==> src/rtl/mul_seq_if.sv <==
// -----------------------------------------------------------------------------
// mul_seq_if : signal bundle between the M-unit issue logic, the mul_seq
//              sequencer and the shared 10x10 chunk multiplier.
//
// Request side   : req_valid/req_ready handshake, funct, rs1, rs2, flush
// Response side  : resp_valid/resp_ready handshake, result
// Chunk datapath : mul_en, mul_a, mul_b (from sequencer), mul_p (to sequencer,
//                  combinational unsigned mul_a*mul_b)
//
// Modports:
//   master : the environment around the sequencer (issue logic, consumer and
//            chunk multiplier)
//   slave  : the mul_seq sequencer itself
// -----------------------------------------------------------------------------
interface mul_seq_if;
  logic        req_valid;
  logic        req_ready;
  logic [1:0]  funct;
  logic [31:0] rs1;
  logic [31:0] rs2;
  logic        flush;
  logic        resp_valid;
  logic        resp_ready;
  logic [31:0] result;
  logic        mul_en;
  logic [9:0]  mul_a;
  logic [9:0]  mul_b;
  logic [19:0] mul_p;

  modport master (
    output req_valid, funct, rs1, rs2, flush, resp_ready, mul_p,
    input  req_ready, resp_valid, result, mul_en, mul_a, mul_b
  );

  modport slave (
    input  req_valid, funct, rs1, rs2, flush, resp_ready, mul_p,
    output req_ready, resp_valid, result, mul_en, mul_a, mul_b
  );
endinterface

==> src/rtl/mul_seq.sv <==
// -----------------------------------------------------------------------------
// mul_seq : multi-cycle sequencer for RV32M MUL / MULH / MULHSU / MULHU.
//
// Accepts a 32x32 request, stores operand magnitudes, drives a shared unsigned
// 10x10 chunk multiplier for 16 cycles (every chunk pair of A and B), sums the
// shifted partial products into a 64-bit magnitude, then applies the sign and
// selects the upper or lower product word.
//
// Ports:
//   clk   : clock, all state on the rising edge
//   rst_n : asynchronous active-low reset
//   m_if  : mul_seq_if.slave (request, response and chunk multiplier signals)
//
// funct : 00 MUL, 01 MULH, 10 MULHSU, 11 MULHU
// -----------------------------------------------------------------------------
module mul_seq (
  input  logic      clk,
  input  logic      rst_n,
  mul_seq_if.slave  m_if
);

  typedef enum logic [1:0] {
    ST_IDLE = 2'd0,
    ST_CALC = 2'd1,
    ST_FIX  = 2'd2,
    ST_DONE = 2'd3
  } state_e;

  state_e      state_q, state_d;
  logic [63:0] acc_q, acc_d;
  logic [3:0]  cnt_q, cnt_d;
  logic [31:0] a_q, a_d;
  logic [31:0] b_q, b_d;
  logic        neg_q, neg_d;
  logic        upper_q, upper_d;
  logic [31:0] result_q, result_d;

  // Chunk k of a 32-bit magnitude; the top chunk carries only bits [31:30].
  function automatic logic [9:0] chunk(input logic [31:0] x, input logic [1:0] k);
    logic [9:0] c;
    case (k)
      2'd0:    c = x[9:0];
      2'd1:    c = x[19:10];
      2'd2:    c = x[29:20];
      default: c = {8'b0, x[31:30]};
    endcase
    return c;
  endfunction

  // Operand signedness from funct. MUL is handled as unsigned because the low
  // product word does not depend on signedness.
  logic        s1, s2;
  logic [31:0] mag1, mag2;
  assign s1   = (m_if.funct == 2'b01) || (m_if.funct == 2'b10);
  assign s2   = (m_if.funct == 2'b01);
  // 0x80000000 negates to itself, which is the correct unsigned magnitude.
  assign mag1 = (s1 && m_if.rs1[31]) ? (~m_if.rs1 + 32'd1) : m_if.rs1;
  assign mag2 = (s2 && m_if.rs2[31]) ? (~m_if.rs2 + 32'd1) : m_if.rs2;

  // Partial product alignment: chunk i of A times chunk j of B weighs 2^(10(i+j)).
  logic [5:0]  shamt;
  logic [63:0] partial;
  assign shamt   = (6'(cnt_q[3:2]) + 6'(cnt_q[1:0])) * 6'd10;
  assign partial = {44'b0, m_if.mul_p} << shamt;

  logic [63:0] fixed;
  assign fixed = neg_q ? (~acc_q + 64'd1) : acc_q;

  // NOTE: every next-state variable gets its hold value before the case
  // statement, so no path through the block can leave one unassigned and
  // infer a latch.
  always_comb begin
    state_d  = state_q;
    acc_d    = acc_q;
    cnt_d    = cnt_q;
    a_d      = a_q;
    b_d      = b_q;
    neg_d    = neg_q;
    upper_d  = upper_q;
    result_d = result_q;

    case (state_q)
      ST_IDLE: begin
        // flush in IDLE only blocks acceptance for that cycle
        if (m_if.req_valid && !m_if.flush) begin
          a_d     = mag1;
          b_d     = mag2;
          neg_d   = (s1 & m_if.rs1[31]) ^ (s2 & m_if.rs2[31]);
          upper_d = (m_if.funct != 2'b00);
          acc_d   = '0;
          cnt_d   = '0;
          // A zero operand gives a zero product; skip the chunk loop entirely.
          state_d = ((mag1 == '0) || (mag2 == '0)) ? ST_FIX : ST_CALC;
        end
      end
      ST_CALC: begin
        if (m_if.flush) begin
          state_d = ST_IDLE;
        end else begin
          acc_d = acc_q + partial;
          cnt_d = cnt_q + 4'd1;
          if (cnt_q == 4'd15) state_d = ST_FIX;
        end
      end
      ST_FIX: begin
        if (m_if.flush) begin
          state_d = ST_IDLE;
        end else begin
          result_d = upper_q ? fixed[63:32] : fixed[31:0];
          state_d  = ST_DONE;
        end
      end
      ST_DONE: begin
        if (m_if.flush || m_if.resp_ready) state_d = ST_IDLE;
      end
      default: state_d = ST_IDLE;
    endcase
  end

  // NOTE: state registers use non-blocking assignments so every flop samples
  // the pre-edge values, independent of statement order across blocks.
  always_ff @(posedge clk or negedge rst_n) begin
    if (!rst_n) begin
      state_q  <= ST_IDLE;
      acc_q    <= '0;
      cnt_q    <= '0;
      a_q      <= '0;
      b_q      <= '0;
      neg_q    <= 1'b0;
      upper_q  <= 1'b0;
      result_q <= '0;
    end else begin
      state_q  <= state_d;
      acc_q    <= acc_d;
      cnt_q    <= cnt_d;
      a_q      <= a_d;
      b_q      <= b_d;
      neg_q    <= neg_d;
      upper_q  <= upper_d;
      result_q <= result_d;
    end
  end

  assign m_if.req_ready  = (state_q == ST_IDLE);
  assign m_if.resp_valid = (state_q == ST_DONE);
  assign m_if.result     = result_q;
  assign m_if.mul_en     = (state_q == ST_CALC);
  assign m_if.mul_a      = m_if.mul_en ? chunk(a_q, cnt_q[3:2]) : '0;
  assign m_if.mul_b      = m_if.mul_en ? chunk(b_q, cnt_q[1:0]) : '0;

endmodule

==> src/flat_wrapper.sv <==
// flat-port wrapper written by rule: the top's interface ports become plain ports
module mul_seq_flat 
  (clk, rst_n, m_if_req_valid, m_if_funct, m_if_rs1, m_if_rs2, m_if_flush, m_if_resp_ready, m_if_mul_p, m_if_req_ready, m_if_resp_valid, m_if_result, m_if_mul_en, m_if_mul_a, m_if_mul_b);
  mul_seq_if m_if_i ();
  input  logic clk;
  input  logic rst_n;
  input wire logic [$bits(m_if_i.req_valid)-1:0] m_if_req_valid;
  input wire logic [$bits(m_if_i.funct)-1:0] m_if_funct;
  input wire logic [$bits(m_if_i.rs1)-1:0] m_if_rs1;
  input wire logic [$bits(m_if_i.rs2)-1:0] m_if_rs2;
  input wire logic [$bits(m_if_i.flush)-1:0] m_if_flush;
  input wire logic [$bits(m_if_i.resp_ready)-1:0] m_if_resp_ready;
  input wire logic [$bits(m_if_i.mul_p)-1:0] m_if_mul_p;
  output wire logic [$bits(m_if_i.req_ready)-1:0] m_if_req_ready;
  output wire logic [$bits(m_if_i.resp_valid)-1:0] m_if_resp_valid;
  output wire logic [$bits(m_if_i.result)-1:0] m_if_result;
  output wire logic [$bits(m_if_i.mul_en)-1:0] m_if_mul_en;
  output wire logic [$bits(m_if_i.mul_a)-1:0] m_if_mul_a;
  output wire logic [$bits(m_if_i.mul_b)-1:0] m_if_mul_b;
  assign m_if_i.req_valid = m_if_req_valid;
  assign m_if_i.funct = m_if_funct;
  assign m_if_i.rs1 = m_if_rs1;
  assign m_if_i.rs2 = m_if_rs2;
  assign m_if_i.flush = m_if_flush;
  assign m_if_i.resp_ready = m_if_resp_ready;
  assign m_if_i.mul_p = m_if_mul_p;
  assign m_if_req_ready = m_if_i.req_ready;
  assign m_if_resp_valid = m_if_i.resp_valid;
  assign m_if_result = m_if_i.result;
  assign m_if_mul_en = m_if_i.mul_en;
  assign m_if_mul_a = m_if_i.mul_a;
  assign m_if_mul_b = m_if_i.mul_b;
  mul_seq u_core (.clk(clk), .rst_n(rst_n), .m_if(m_if_i));
endmodule
==> config.mk <==
export PLATFORM = sky130hd
export DESIGN_NAME = mul_seq_flat
export DESIGN_NICKNAME = d
export VERILOG_FILES = /design/src/rtl/mul_seq_if.sv /design/src/rtl/mul_seq.sv /design/src/flat_wrapper.sv
export SDC_FILE = /design/constraint.sdc
export NUM_CORES = 1
export LEC_CHECK = 0
export BUFFER_PORTS_ARGS = -buffer_cell sky130_fd_sc_hd__clkbuf_2
export CORE_MARGIN = 2
export CORE_UTILIZATION = 60
export CTS_CLUSTER_SIZE = 16
export DETAILED_ROUTE_END_ITERATION = 10
export PLACE_DENSITY = 0.81
export SYNTH_ARGS = -nofsm -noshare
export SYNTH_HDL_FRONTEND = slang
export SYNTH_SLANG_ARGS = --single-unit
export TNS_END_PERCENT = 10
==> constraint.sdc <==
create_clock -name clk -period 8.5 [get_ports clk]
set_input_delay 0.425 -clock clk [delete_from_list [all_inputs] [get_ports clk]]
set_output_delay 0.425 -clock clk [all_outputs]
set_load 0.1 [all_outputs]
==> impl_results.md, run 1 <==
* RSZ-0062 raised after global routing: false
* Worst flop-to-flop path startpoint: u_core.cnt_q[2]
* Setup Crit Path Kind: reg -> reg
* Yosys warns at 0
* First-pass GRT wire length at 78310 um
* Cell Chain, Critical Path: ha_1, inv_1, fa_1, inv_1, ha_1, inv_1, mux2i_1, nor2_1, a21oi_1, nor2_1, ha_1, nand2_1, o21ai_1, o21ai_0, a2111oi_0, a21oi_1, o31ai_1, nand3_1, o21ai_0, xor2_1, a22o_1
* Post-synthesis net count at 2194
* Final setup fails at 0
* Total power per unit cell area at 345.5 nW/um2
* Post-synthesis sequential area ratio at 0.2724
* Cell count after synthesis at 2025
* Total track usage at 0.3691
* Synth unique cells at 85
* FFs w/ async S/R, synth at 1.000
* Mapped Area at 15430 um2
* P_int at 2.586 mW
* Largest net degree at the start of global routing at 126
* Hold Path Class: in -> async
* Io pins at 146
* Setup bufs post-CTS at 0
* CTS H-Tree Depth at 4
* Post-DRT Antenna Nets at 0
* R2r endpoint: u_core.acc_q[48]
* CTS Hold Bufs at 0
* CP Launch Type: flip-flop
* GR Overflow Total at 0
* Clock-pin slew on the worst setup and hold paths at 80 ps
* Setup TNS at 0 ps
* Detailed Route WL at 49700 um
* Post-synthesis register bit count at 168
* Clock Latency Late Sink at 440 ps
* Die width at 164.4 um
* DR iter-0 viols at 1427
* Avg Inst Size Synth at 7.621 um2
* Per-cell routed wire length at 20.54 um
* Max incr delay on CP at 970 ps
* HPWL Detailed at 38260 um
* Top_reg_cell synth: dfrtp_1
* Core box area at 25180 um2
* EDFF count, synth at 0
* Outcome: finished, final reports clean
* CP endpoint kind: flip-flop
* Max frequency at 0.1357 GHz
* Initial Utilization at 0.6128
* DRT Pass-1 Iters at 7
* Min cycle time layout at 7368 ps
* Std-Cell Rows at 58
* Crit path required time at 8830 ps
* Clock power frac at 0.144
* Combinational share of power at 0.622
* Clock sink total at 168
* Initial antenna violation count at 0
* Nets at 2246
* Switching Power at 3.236 mW
* CTS Buffer Depth at 2
* Via/cell ratio at 6.424
* Clock root buffer: clkbuf_16
* Most common cell in the synthesized netlist: nand2_1
* CTS tree: built
* Diodes inserted at 0
* CP max FO at 25
* Layout cells sized above 1 at 0.1225
* Crit-path slowest cell: a2111oi_0
* Seq pwr share at 0.235
* Worst Reg-to-Reg Cells at 21
* Final worst path period share at 0.8668
* Post_cts resized at 0
* Share of the synthesized area in the top cell type at 0.2724
* Relative slew slack at 0.2442
* CP top delay family: compound AO/OA/AOI/OAI gates
* Buf+Inv Stages, Crit Path at 3
* Num CTS Buffers at 17
* Reg-to-reg slack, setup at 1130 ps
* Worst slew pin tran at 1134 ps
* Setup WS pre-CTS at 1353 ps
* Hold Vio Cnt, Final at 0
* Vias in the first global route at 14590
* Top cells by count, synth: nand2_1, o21ai_0, nor2_1
* Max_cap viols at 0
* Worst vdd ir at 0.3628 mV
* Area growth from synthesis to layout at 9.194%
* Remaining DRCs at 0
* Final Wtd Congestion at 0.9749
* Clock skew at 12.83 ps
* Die area at 27020 um2
* CP arrival at 7700 ps
* Max-slew violation count at 0
* Die Height at 164.4 um
* Final WS setup at 1132 ps
* Vias at 15550
* Synth area leader: dfrtp_1
* Leak at 7.736 nW
* Switching share of power at 0.5558
* Synth top area cells: dfrtp_1, o21ai_0, nand2_1, ha_1, xor2_1
* IO Port Bufs at 145
[final cells by class]
type,instances,area (um2)
well taps,330,412.9
clock inverters,15,200.2
repair buffers,157,822.0
multi-input cells,1689,10620
inverters,44,165.2
fillers,2186,8330
flip-flops and latches,168,4205
clock buffers,17,425.4
[worst max path at each step]
stage,startpoint,endpoint,cells past startpoint
2_1_floorplan,u_core.cnt_q[0],u_core.acc_q[51],25
3_3_place_gp,u_core.cnt_q[2],u_core.acc_q[50],21
6_report,u_core.cnt_q[2],u_core.acc_q[48],21
4_1_cts,u_core.cnt_q[2],u_core.acc_q[50],19
3_5_place_dp,u_core.cnt_q[2],u_core.acc_q[50],19
5_1_grt,u_core.cnt_q[2],u_core.acc_q[50],19
[power groups by stage]
stage	sequential (mW)	clock, mW	combinational [mW]
4_1_cts	1.36	0.839	3.57
3_3_place_gp	1.36	0	3.53
3_5_place_dp	1.37	0	3.55
5_1_grt	1.39	0.876	3.92
6_report	1.37	0.836	3.62
2_1_floorplan	1.75	0	2.27
[placed cells by master, fill, tap and decap left out, drive strengths merged, types with 7 or more instances in the layout]
cell type / netlist / layout
clkinv: 0 / 7
nor2b: 12 / 12
o22ai: 19 / 19
xor2: 89 / 89
o21a: 7 / 7
and3: 18 / 18
dfrtp: 168 / 168
a211oi: 8 / 8
clkbuf: 113 / 161
a31o: 7 / 7
a21o: 51 / 51
nor2: 209 / 209
a222oi: 11 / 11
o31ai: 41 / 41
and2: 13 / 13
nand2: 283 / 283
nand3: 33 / 33
nand2b: 17 / 17
inv: 44 / 51
or2: 13 / 13
nor3: 41 / 41
a21oi: 153 / 153
nand4: 27 / 27
o21bai: 8 / 8
a31oi: 19 / 19
or3: 23 / 23
or4: 14 / 14
a22o: 10 / 10
mux2: 17 / 17
o21ai: 243 / 243
mux2i: 26 / 26
nor4: 16 / 16
buf: 11 / 13
o41ai: 11 / 11
xnor2: 87 / 87
mux4: 8 / 8
ha: 76 / 76
[logic make-up after synthesis]
logic type / after synthesis / share of synthesized area
compound gates: 642 / 0.2551
simple gates: 742 / 0.2263
buf+inv: 168 / 0.04119
fa+ha+maj: 78 / 0.06421
xor+xnor: 176 / 0.09989
flops: 168 / 0.2724
mux: 51 / 0.04094
[through the flow]
step | hold slack, ps | utilization | total power [mW] | instances | area [um2]
final | 51.07 | 0.6692 | 5.822 | 2420 | 16850
after floorplan | 129.4 | - | 4.026 | 2025 | 15430
after global routing | 147.6 | 0.6692 | 6.191 | 2420 | 16850
after CTS | 109.7 | 0.6692 | 5.763 | 2420 | 16850
after detailed placement | 469.4 | 0.6443 | 4.927 | 2388 | 16230
after global placement | 460.3 | 0.6443 | 4.885 | 2388 | 16230
[metal layers]
metal	track usage	part of all wire	up-vias
li1	-	-	7411
met1	0.4667	0.41	7245
met2	0.6021	0.46	720
met3	0.04571	0.064	169
met4	0.2296	0.069	0
met5	0	0	-
[registers in the layout, summed over array words and instances (netlist names)]
register and flops:
u_core.cnt_q 4, u_core.m_if.result 32, u_core.upper_q 1, u_core.state_q 2, u_core.b_q 32, u_core.acc_q 64, u_core.a_q 32, u_core.neg_q 1
[worst reg2reg max path: cells and delay by family, from the launching register on]
family / cells / cell delay (ps)
AO/OA/AOI/OAI: 8 / 2910
adder cells (fa/ha/maj): 4 / 1770
flip-flops: 1 / 780
buffers and inverters: 3 / 730
AND/OR/NAND/NOR: 4 / 520
multiplexers: 1 / 450
XOR/XNOR: 1 / 100
No activity file was read; power rests on OpenSTA's default activity.
==> run 2, diff against run 1 <==
--- a/config.mk
+++ b/config.mk
@@ -6,11 +6,10 @@
 export NUM_CORES = 1
 export LEC_CHECK = 0
 export BUFFER_PORTS_ARGS = -buffer_cell sky130_fd_sc_hd__clkbuf_2
-export CORE_MARGIN = 2
-export CORE_UTILIZATION = 60
+export CORE_UTILIZATION = 47
 export CTS_CLUSTER_SIZE = 16
 export DETAILED_ROUTE_END_ITERATION = 10
-export PLACE_DENSITY = 0.81
+export PLACE_DENSITY = 0.66
 export SYNTH_ARGS = -nofsm -noshare
 export SYNTH_HDL_FRONTEND = slang
 export SYNTH_SLANG_ARGS = --single-unit
==> impl_results.md, run 2 (synthesized netlist as in run 1, its figures left out) <==
* Outcome: finished, final reports clean
* Hold Vio Cnt, Final at 0 (unchanged)
* Vias at 15320 (-1.5%)
* Final setup fails at 0 (unchanged)
* Post-DRT Antenna Nets at 0 (unchanged)
* Num CTS Buffers at 17 (unchanged)
* Post_cts resized at 0 (unchanged)
* Clock sink total at 168 (unchanged)
* Most frequent cells in the layout: nand2_1, o21ai_0, nor2_1
* Commonest non-fill, non-tap cell in the layout: nand2_1
* CP max FO at 25 (unchanged)
* Final Wtd Congestion at 0.9970 (+2.3%)
* Initial Utilization at 0.4828 (-0.1300)
* Clock Latency Late Sink at 440 ps (about the same)
* Crit path required time at 8800 ps (-30 ps)
* Detailed Route WL at 51370 um (+3.4%)
* DR iter-0 viols at 1151 (-19%)
* CP Launch Type: flip-flop
* Hold Path Class: in -> reg
* Max-slew violation count at 0 (unchanged)
* Worst vdd ir at 0.2102 mV (-42%)
* Total power per unit cell area at 342.0 nW/um2 (-1.0%)
* Cell Chain, Critical Path: ha_1, inv_1, fa_1, inv_1, ha_1, inv_1, mux2i_1, nor2_1, a21oi_1, nor2_1, ha_1, nand2_1, o21ai_1, o21ai_0, a2111oi_0, a2111oi_0, a211oi_1, a21oi_1, o31ai_1, xnor2_1, o21ai_1
* Largest net degree at the start of global routing at 126 (unchanged)
* Clock root buffer: clkbuf_16
* Max frequency at 0.1403 GHz (+3.4%)
* Max_cap viols at 0 (unchanged)
* CP arrival at 7430 ps (-270 ps)
* Clock-pin slew on the worst setup and hold paths at 70 ps (about the same)
* Hold depth at 3
* Clock skew at 11.45 ps (-1.377 ps)
* Std-Cell Rows at 65 (+12%)
* Worst slew pin tran at 1180 ps (+46.11 ps)
* Hold Crit Endpoint: u_core.b_q[1]
* Setup bufs post-CTS at 0 (unchanged)
* Vias in the first global route at 14560 (-0.17%)
* Reg-to-reg slack, setup at 1370 ps (+240 ps)
* DRT Pass-1 Iters at 6 (-1)
* CTS Buffer Depth at 2 (unchanged)
* Die Height at 183.2 um (+11%)
* Leak at 7.733 nW (about the same)
* Diodes inserted at 0 (unchanged)
* Reg with most FFs: u_core.acc_q
* Io pins at 146 (unchanged)
* Setup TNS at 0 ps (unchanged)
* Die width at 183.2 um (+11%)
* CTS tree: built
* Min-delay src: m_if_rs2[1]
* Max reg flops at 64 (unchanged)
* GR Overflow Total at 0 (unchanged)
* RSZ-0062 raised after global routing: false
* IO Port Bufs at 145 (unchanged)
* HPWL Detailed at 39910 um (+4.3%)
* Min cycle time layout at 7127 ps (-240.8 ps)
* Core box area at 31960 um2 (+27%)
* Remaining DRCs at 0 (unchanged)
* Total track usage at 0.3069 (-0.06221)
* Layout cells sized above 1 at 0.1228 (+0.0003022)
* Final std cells w/o fill at 2528 (+4.5%)
* Relative slew slack at 0.2069 (-0.03729)
* Initial antenna violation count at 2 (+2)
* R2r endpoint: u_core.acc_q[50]
* Nets at 2249 (+0.13%)
* CTS H-Tree Depth at 4 (unchanged)
* Die area at 33560 um2 (+24%)
* Via/cell ratio at 6.059 (-5.7%)
* Placed insts at 2495 (+4.5%)
* Crit-path slowest cell: a2111oi_0
* Setup Crit Path Kind: reg -> reg
* CP endpoint kind: flip-flop
* Worst flop-to-flop path startpoint: u_core.cnt_q[2]
* CP startpoint: u_core.cnt_q[2]
* Fillers at 3148 (+44%)
* Final worst path period share at 0.8385 (-0.02833)
* First-pass GRT wire length at 80410 um (+2.7%)
* Worst Reg-to-Reg Cells at 21 (unchanged)
* Per-cell routed wire length at 20.32 um (-1.0%)
* Max incr delay on CP at 920 ps (-50 ps)
* Area growth from synthesis to layout at 10.03%
[run 2: cell types whose count changed in the layout (fill, tap and decap cells not counted), sizes merged, moves of 2 or more]
cell and delta:
buf +2, inv -4, clkinvlp +2, clkinv -2, clkbuf +3
[run 2: worst max-delay path: cells and delay by family (launching register included)]
| family | cells | cell delay, ps |
|---|---|---|
| muxes | 1 | 310 |
| xor gates and xnor gates | 1 | 160 |
| DFF | 1 | 780 |
| and+or+nand+nor | 3 | 310 |
| buffers and inverters | 3 | 670 |
| AOI/OAI and AO/OA | 9 | 3030 |
| adders and majority gates | 4 | 1730 |
[run 2: metal layers]
layer  routed length (um)  GRT usage  vias to the layer above
li1                     -          -                     7394
met4                 2244     0.1363                        4
met1                22040     0.3947                     7222
met2                24270     0.5185                      592
met3                 2792    0.03455                      105
met5                   27          0                        -
[run 2: where the power goes]
part           total (mW)  internal (mW)  switching [mW]
Combinational        3.66           1.12            2.54
Clock               0.815          0.453           0.362
Sequential           1.33           1.04           0.291
Total                5.81           2.61            3.19
[run 2: area by class of cell]
type	instances	area, um2	share of cell area
sequential	168	4205	0.2477
clock inverter	12	141.4	0.008327
tap	435	544.3	0.03205
clock buffer	20	456.7	0.02690
inverter	44	165.2	0.009727
multi-input combinational	1689	10620	0.6255
timing repair buffer	160	847.1	0.04989
[run 2: how the worst max path moves through the flow]
stage	to	slack (ps)	depth (start not counted)
after floorplan	u_core.acc_q[51]	2440	25
after global placement	u_core.acc_q[51]	1620	22
after detailed placement	u_core.acc_q[51]	1480	22
after CTS	u_core.acc_q[51]	1460	22
after global routing	u_core.acc_q[50]	700	21
final	u_core.acc_q[50]	1370	21
[run 2: through the flow]
step / cell area, um2 / power, mW / util / setup WS, ps / hold slack (ps)
floorplan: 15430 / 4.026 / - / 2440 / 129.4
global placement: 16370 / 4.916 / 0.5122 / 1624 / 356.6
detailed placement: 16370 / 4.954 / 0.5122 / 1480 / 362.2
CTS: 16980 / 5.783 / 0.5313 / 1459 / 225.6
global route: 16980 / 6.193 / 0.5313 / 696.5 / 273.8
finish: 16980 / 5.808 / 0.5313 / 1373 / 249.8
[run 2: timing repair]
| item | CTS | global route |
|---|---|---|
| endpoints found under the hold margin | 42 | 0 |
| hold buffers | 1 | 0 |
| endpoints found under the setup margin | 0 | 0 |
